===== src/rtl/pc_gen.sv =====
// pc_gen: RV32I program-counter generator with fetch handshake, redirect, trap and halt/resume.
// Ports:
//   clk, reset                     clock and synchronous active-high reset
//   stall_i                        hold PC and withdraw the fetch request
//   redirect_valid_i/target_i      taken branch/jump and its target
//   trap_i                         jump to TRAP_VECTOR
//   halt_req_i, resume_i           enter / leave HALT
//   fetch_ready_i                  imem accepts fetch_addr_o this cycle
//   fetch_valid_o, fetch_addr_o    fetch request and current PC
//   pc_plus4_o                     fetch_addr_o + 4
//   misaligned_exc_o, bad_addr_o   misaligned-redirect pulse and offending target
//   halted_o                       high while in HALT
//   fetch_count_o                  accepted fetch counter
module pc_gen #(
  parameter int unsigned XLEN = 32,
  parameter logic [XLEN-1:0] RESET_VECTOR = 32'h0000_0000,
  parameter logic [XLEN-1:0] TRAP_VECTOR = 32'h0000_0100,
  parameter int unsigned CNT_W = 32
) (
  input  logic             clk,
  input  logic             reset,
  input  logic             stall_i,
  input  logic             redirect_valid_i,
  input  logic [XLEN-1:0]  redirect_target_i,
  input  logic             trap_i,
  input  logic             halt_req_i,
  input  logic             resume_i,
  input  logic             fetch_ready_i,
  output logic             fetch_valid_o,
  output logic [XLEN-1:0]  fetch_addr_o,
  output logic [XLEN-1:0]  pc_plus4_o,
  output logic             misaligned_exc_o,
  output logic [XLEN-1:0]  bad_addr_o,
  output logic             halted_o,
  output logic [CNT_W-1:0] fetch_count_o
);
  typedef enum logic [1:0] {BOOT, RUN, HALT} state_t;
  state_t state_q, state_d;
  logic [XLEN-1:0] pc_q, pc_d, bad_q, bad_d;
  logic [CNT_W-1:0] cnt_q;
  logic exc_q, exc_d, run, mis, fire;
  assign run = state_q == RUN;
  // Trap outranks a misaligned redirect, so no exception is flagged when both arrive.
  assign mis = run && !trap_i && redirect_valid_i && redirect_target_i[1:0] != 2'b00;
  assign fetch_valid_o = run && !stall_i;
  assign fire = fetch_valid_o && fetch_ready_i;
  assign pc_plus4_o = pc_q + XLEN'(4);
  assign fetch_addr_o = pc_q;
  assign misaligned_exc_o = exc_q;
  assign bad_addr_o = bad_q;
  assign halted_o = state_q == HALT;
  assign fetch_count_o = cnt_q;
  always_comb begin
    pc_d = pc_q;
    if (run)
      pc_d = (trap_i || mis) ? TRAP_VECTOR :
             redirect_valid_i ? redirect_target_i :
             fire ? pc_plus4_o : pc_q;
    exc_d = mis;
    bad_d = mis ? redirect_target_i : bad_q;
    state_d = state_q == BOOT ? RUN :
              run ? (halt_req_i ? HALT : RUN) :
              (resume_i && !halt_req_i) ? RUN : HALT;
  end
  always_ff @(posedge clk) begin
    if (reset) begin
      state_q <= BOOT;
      pc_q <= RESET_VECTOR;
      exc_q <= 1'b0;
      bad_q <= '0;
      cnt_q <= '0;
    end else begin
      state_q <= state_d;
      pc_q <= pc_d;
      exc_q <= exc_d;
      bad_q <= bad_d;
      cnt_q <= cnt_q + CNT_W'(fire);
    end
  end
endmodule


===== config.mk =====
export PLATFORM = sky130hd
export DESIGN_NAME = pc_gen
export DESIGN_NICKNAME = d
export VERILOG_FILES = /design/src/rtl/pc_gen.sv
export SDC_FILE = /design/constraint.sdc
export NUM_CORES = 1
export LEC_CHECK = 0
export CORE_MARGIN = 1
export CORE_UTILIZATION = 49
export DETAILED_ROUTE_END_ITERATION = 7
export HOLD_SLACK_MARGIN = 0.08
export PLACE_DENSITY = 0.85
export SYNTH_ARGS = -nofsm -noshare
export SYNTH_HDL_FRONTEND = slang
export SYNTH_SLANG_ARGS = --single-unit

===== constraint.sdc =====
create_clock -name clk -period 5.95 [get_ports clk]
set_input_delay 0.595 -clock clk [delete_from_list [all_inputs] [get_ports clk]]
set_output_delay 0.595 -clock clk [all_outputs]
set_load 0.01 [all_outputs]

==> results.md <==
- Fin. max-slew vios: 0
- Synthesized net count: 668
- R2R depth: 9
- Synth Instances: 625
- Core Footprint: 9770 um2
- Count of cell types in the netlist: 55
- Hold_sp: bad_addr_o[5]
- P_leak: 2.39 nW
- R2r setup slk: between 3000 and 4000 ps
- Unrepaired setup endpoints after global routing: no
- DR WL/cell: 16.9 um
- Fin crit share: between 60% and 70%
- Row count: 36
- Setup Skew: 10.7 ps
- CTS-repair resized insts: 0
- Dominant cell type by area after synthesis: dfxtp_1
- Worst Hold Class: register to register
- Hold depth: 2
- Number of global-route vias before repair: ~4800
- EDFF count, synth: 0
- Reg-to-reg endpoint: fetch_count_o[25]
- Detailed router's first-iteration violation count: 305
- Crit Path Max Fanout: 8
- Fin Setup TNS: 0 ps
- Gp weighted congestion: between 0.9 and 1
- First-pass GRT wire length: 23.6 mm
- Final setup fails: 0
- Max-capacitance violation count: 0
- Status: completed
- Async set or reset register ratio after synthesis: 0%
- Worst-margin pin slew: 895 ps
- Post-layout minimum cycle time: 3790 ps
- Seq/Total Area, Yosys: approximately 40%
- Endpoint class of the critical path: primary output
- Slew headroom: 39.8%
- Final #Nets: around 810
- Clk sink count: 99
- Port Buffers: 170
- Cell area after synthesis: approximately 5000 um2
- Placed Area: 6660 um2
- Worst EP required: roughly 5400 ps
- Largest net degree at the start of global routing: 78
- DRC violations left: 0
- Max IR drop VDD: 0.000108 V
- Grt ovf: 0
- Fraction of layout cells with a size suffix above 1: around 4%
- Final ANT Viol Nets: 0
- Clk_lat worst skew: 370 ps
- Final Hold Fails: 0
- WP data arrival: 3190 ps
- H-tree Lvls: 3
- Die area: roughly 10000 um2
- GRT Util Overall: between 20% and 30%
- Via Count: 5207
- F_max: about 260 MHz
- Hold Path End: bad_addr_o[5]
- Worst r2r src: state_q[0]
- Final WL: 15.3 mm
- Cts hold-fix bufs: 0
- CTS clk-pin slew, worst paths: 100 ps
- Initial Util: between 50% and 60%
- Fin area: ~7000 um2
- Synth Register Bits: 99
- PwrDens: 188 nW/um2
- Post-CTS repair timing setup buffer count: 0
- Drt pass-1 iters: 5
- Root Buffer: clkbuf_8
- Initial antenna violation count: 0
- # diodes: 0
- CTS tree: built
- Yosys warns: 0
- Ports: roughly 170
- Die Height: 102 um
- Synthesized area per cell: just under 8 um2
- WS Path Type: register to primary output
- CTS Buf Count: 9
- Via-to-Cell Ratio: 5.74
- Synth top area share: approximately 40%
- Main area contributors after synthesis: dfxtp_1 (40%), nand2_1 (8.0%), xnor2_1 (6.2%)
- Fill cell count: between 700 and 800
- Clock Tree Buf Depth: 2
- Startpoint Class: register
- Die width: 102 um
- P&R area growth vs syn: 39.5%
- Detailed placement HPWL: 11.3 mm
- Most common flop cell mapped by yosys: dfxtp_1
[power breakdown]
group / internal, mW / switching [mW]
combinational: 0.0639 / 0.0655
clock: 0.236 / 0.241
sequential: 0.672 / 0.0109
[worst max-delay path: stages (launching register included)]
cell and delay [ps]:
dfxtp_1 500, ha_1 310, nand4_1 130, or4_1 590, or4_1 540, xnor2_1 190, clkdlybuf4s50_1 560
[state kept, by name, summed over array words and instances, names as in the netlist]
signal            cells
bad_addr_o           32
fetch_count_o        32
state_q               2
fetch_addr_o         32
misaligned_exc_o      1
[cell usage in the layout (no fill, tap or decap), drive strengths merged, types with 14 or more instances in the layout]
cell type      count
dfxtp             99
nand2            105
inv               16
xnor2             35
xor2              19
nor2              56
nand3             32
o21ai             17
a21oi             42
and3              14
clkdlybuf4s50    169
nand4             22
nor3              19
[through the flow]
step	std cells	utilization (%)	setup WS, ps	hold WS, ps	power, mW
global route	907	70.4	1960	480	1.33
finish	907	70.4	2160	460	1.29
CTS	907	70.4	2190	464	1.30
floorplan	625	-	3240	471	0.752
detailed placement	892	68.2	2540	451	0.827
global placement	892	68.2	2660	442	0.823
[metal layers]
| metal | up-vias | GRT usage [%] | part of all wire, % |
|---|---|---|---|
| met5 | - | 0 | 0 |
| met4 | 0 | 14.5 | 3.3 |
| met3 | 46 | 5.47 | 7.2 |
| met2 | 255 | 48.7 | 48 |
| met1 | 2430 | 36.1 | 41 |
| li1 | 2476 | - | - |
[synth_stat cells, types with 3 or more instances]
cell type	number
a21oi_1	42
a22oi_1	10
a31oi_1	4
a32o_1	3
a32oi_1	3
and2_1	7
and3_1	14
and4_1	5
buf_2	8
buf_4	4
clkbuf_1	28
dfxtp_1	99
ha_1	3
inv_1	15
mux2i_1	7
nand2_1	105
nand2b_1	4
nand3_1	32
nand4_1	21
nor2_1	56
nor2b_1	7
nor3_1	19
nor3b_1	3
nor4_1	10
o21ai_0	16
o311ai_0	4
o31ai_1	3
or2_2	4
or4_1	4
xnor2_1	35
xor2_1	19
[cell families after synthesis]
family | after synthesis | share of synthesized area, %
and+or+nand+nor | 302 | 29.8
DFF | 99 | 40.2
muxes | 9 | 1.88
xor gates and xnor gates | 54 | 9.59
adders and majority gates | 3 | 0.761
buffers and inverters | 57 | 4.85
AOI/OAI and AO/OA | 101 | 12.9
[cell type report]
cell class	instances	area (um2)	share of cell area, %
inverter	15	56.3	0.819
multi-input combinational	469	2720	39.5
tap	133	166	2.42
clock buffer	9	124	1.80
sequential	99	1980	28.8
clock inverter	6	90.1	1.31
timing repair buffer	176	1740	25.3
[how the worst max path moves through the flow]
stage                          start               end  slack (ps)  depth (start not counted)
finish               fetch_addr_o[2]    pc_plus4_o[26]        2160                          6
global route         fetch_addr_o[2]    pc_plus4_o[26]        1960                          6
CTS                  fetch_addr_o[2]    pc_plus4_o[26]        2190                          6
detailed placement  redirect_valid_i  fetch_addr_o[23]        2540                          7
global placement    redirect_valid_i  fetch_addr_o[21]        2660                          7
floorplan            fetch_addr_o[2]    pc_plus4_o[26]        3240                          6
Note: power is estimated with default switching activity, not from simulation.
==> RTL change: new RTL, config.mk and constraints unchanged <==
Set the parameter `XLEN` to 16 (it was 32).
--- a/src/rtl/pc_gen.sv
+++ b/src/rtl/pc_gen.sv
@@ -13,5 +13,5 @@
 //   fetch_count_o                  accepted fetch counter
 module pc_gen #(
-  parameter int unsigned XLEN = 32,
+  parameter int unsigned XLEN = 16,
   parameter logic [XLEN-1:0] RESET_VECTOR = 32'h0000_0000,
   parameter logic [XLEN-1:0] TRAP_VECTOR = 32'h0000_0100,
Interface: changed (resized bad_addr_o, fetch_addr_o, pc_plus4_o and redirect_target_i); port bits go from 171 to 107. The function was not compared with the original's and may differ.
==> RTL change against the original RTL <==
The flow now finishes with violations (design-rule violations); register-to-register slack barely moved; critical path depth fell by 1; total power shrank 24%; critical path type is now in -> reg; count of clock-buffer cells in the layout increased by 3; sequential cell count down 32; maximum frequency up 19%; wire length down 40%; design area shrank 33%; area after synthesis shrank 33%; worst setup slack gained 0.60 ns; worst hold slack got worse by 0.0042 ns; cell count fell by 36%; combinational power fell by 31%; clock skew fell by 0.0033 ns.
==> RTL change: results (changes against the original RTL) <==
| Metric | Value |
|---|---|
| Post-Synth XOR/XNOR Area | 0.0527 (-0.0433) |
| Netlist cell types | 49 (-11%) |
| Clock slew at reported path FFs | 0.07 ns (-0.03 ns) |
| Met1 Use GR | 0.333 (-0.0282) |
| Skew final | 0.00742 ns (-0.00329 ns) |
| M1 wire length | 3900 µm (-38%) |
| Min-delay src | bad_addr_o[12] |
| Post-Place Cells | 561 (-37%) |
| Layout cells sized above 1 | 0.0600 (+0.0199) |
| Ranking of synthesized cells by area | dfxtp_1, nand2_1, a21oi_1 |
| I/O Buffers | 106 (-38%) |
| Placed instance area | 0.00439 mm² (-34%) |
| Met3 Usage GRT | 0.0678 (+0.0131) |
| First-pass GRT wire length | 15300 µm (-35%) |
| Number of global-route vias before repair | 3242 (-33%) |
| Post-synthesis sequential area ratio | 0.403 (+0.00123) |
| Detailed placement HPWL | 6460 µm (-43%) |
| Met2 Use GR | 0.447 (-0.0397) |
| Status | complete, but fails checks |
| Adder-cell area share of the yosys netlist | 0.0150 (+0.00743) |
| R2r worst-path depth | 8 (-1) |
| Vias/cell | 5.92 (+3.1%) |
| Synth Area in Compound Gates | 0.176 (+0.0472) |
| Hold Slack | 0.456 ns (-0.00417 ns) |
| R2r endpoint | fetch_count_o[26] |
| 1st-iter DRT viols | 175 (-43%) |
| Met2 wire length | 4440 µm (-40%) |
| Nets | 523 (-36%) |
| Syn_nets | 426 (-36%) |
| Final Instance Count excl. Fillers | 577 (-36%) |
| Largest net degree at the start of global routing | 68 (-13%) |
| CP top delay family | compound AO/OA/AOI/OAI gates |
| Wire length per cell | 15.9 µm (-5.9%) |
| Worst vdd ir | 0.128 mV (+18%) |
| TritonRoute pass-1 iters | 8 (+3) |
| Routability cong. | 0.867 (-6.2%) |
| Failing checks | design-rule violations |
| Syn Inst Count | 398 (-36%) |
| Setup WS pre-CTS | 2.51 ns (-0.0251 ns) |
| Lkg Pwr | 1.62 nW (-32%) |
| Synth cell count leaders | dfxtp_1, nand2_1, a21oi_1 |
| DRC | 7 (+7) |
| Least-Margin Pin Slew | 1.13 ns (+0.237 ns) |
| Slowest stage delay, CP | 1.14 ns (+0.55 ns) |
| WP data arrival | 3.47 ns (+0.28 ns) |
| Setup slack, reg-to-reg | 3.09 ns (about the same) |
| Worst skew pair latency | 0.33 ns (-0.04 ns) |
[RTL change: layout make-up]
cell class	instances	area [µm²]	area share
Clock inverter	4	72.6	0.0157
Sequential cell	67	1340	0.291
Timing Repair Buffer	107	1060	0.231
Clock buffer	12	155	0.0336
Tap cell	77	96.3	0.0209
Multi-Input combinational cell	299	1840	0.400
Inverter	11	41.3	0.00895
[RTL change: worst max-delay path by stage]
stage	start	endpoint	slack, ns	depth (start not counted)
2_1_floorplan	fetch_ready_i	fetch_count_o[26]	3.33	9
3_3_place_gp	redirect_valid_i	fetch_addr_o[10]	2.60	5
3_5_place_dp	redirect_valid_i	fetch_addr_o[10]	2.51	5
4_1_cts	redirect_valid_i	fetch_addr_o[10]	2.83	5
5_1_grt	redirect_valid_i	fetch_addr_o[10]	2.63	5
6_report	redirect_valid_i	fetch_addr_o[10]	2.76	5
[RTL change: report_power, final]
part	switching, mW	leakage [nW]	internal (mW)
clock	0.169	0.113	0.258
sequential	0.00735	0.541	0.455
combinational	0.0459	0.964	0.0433
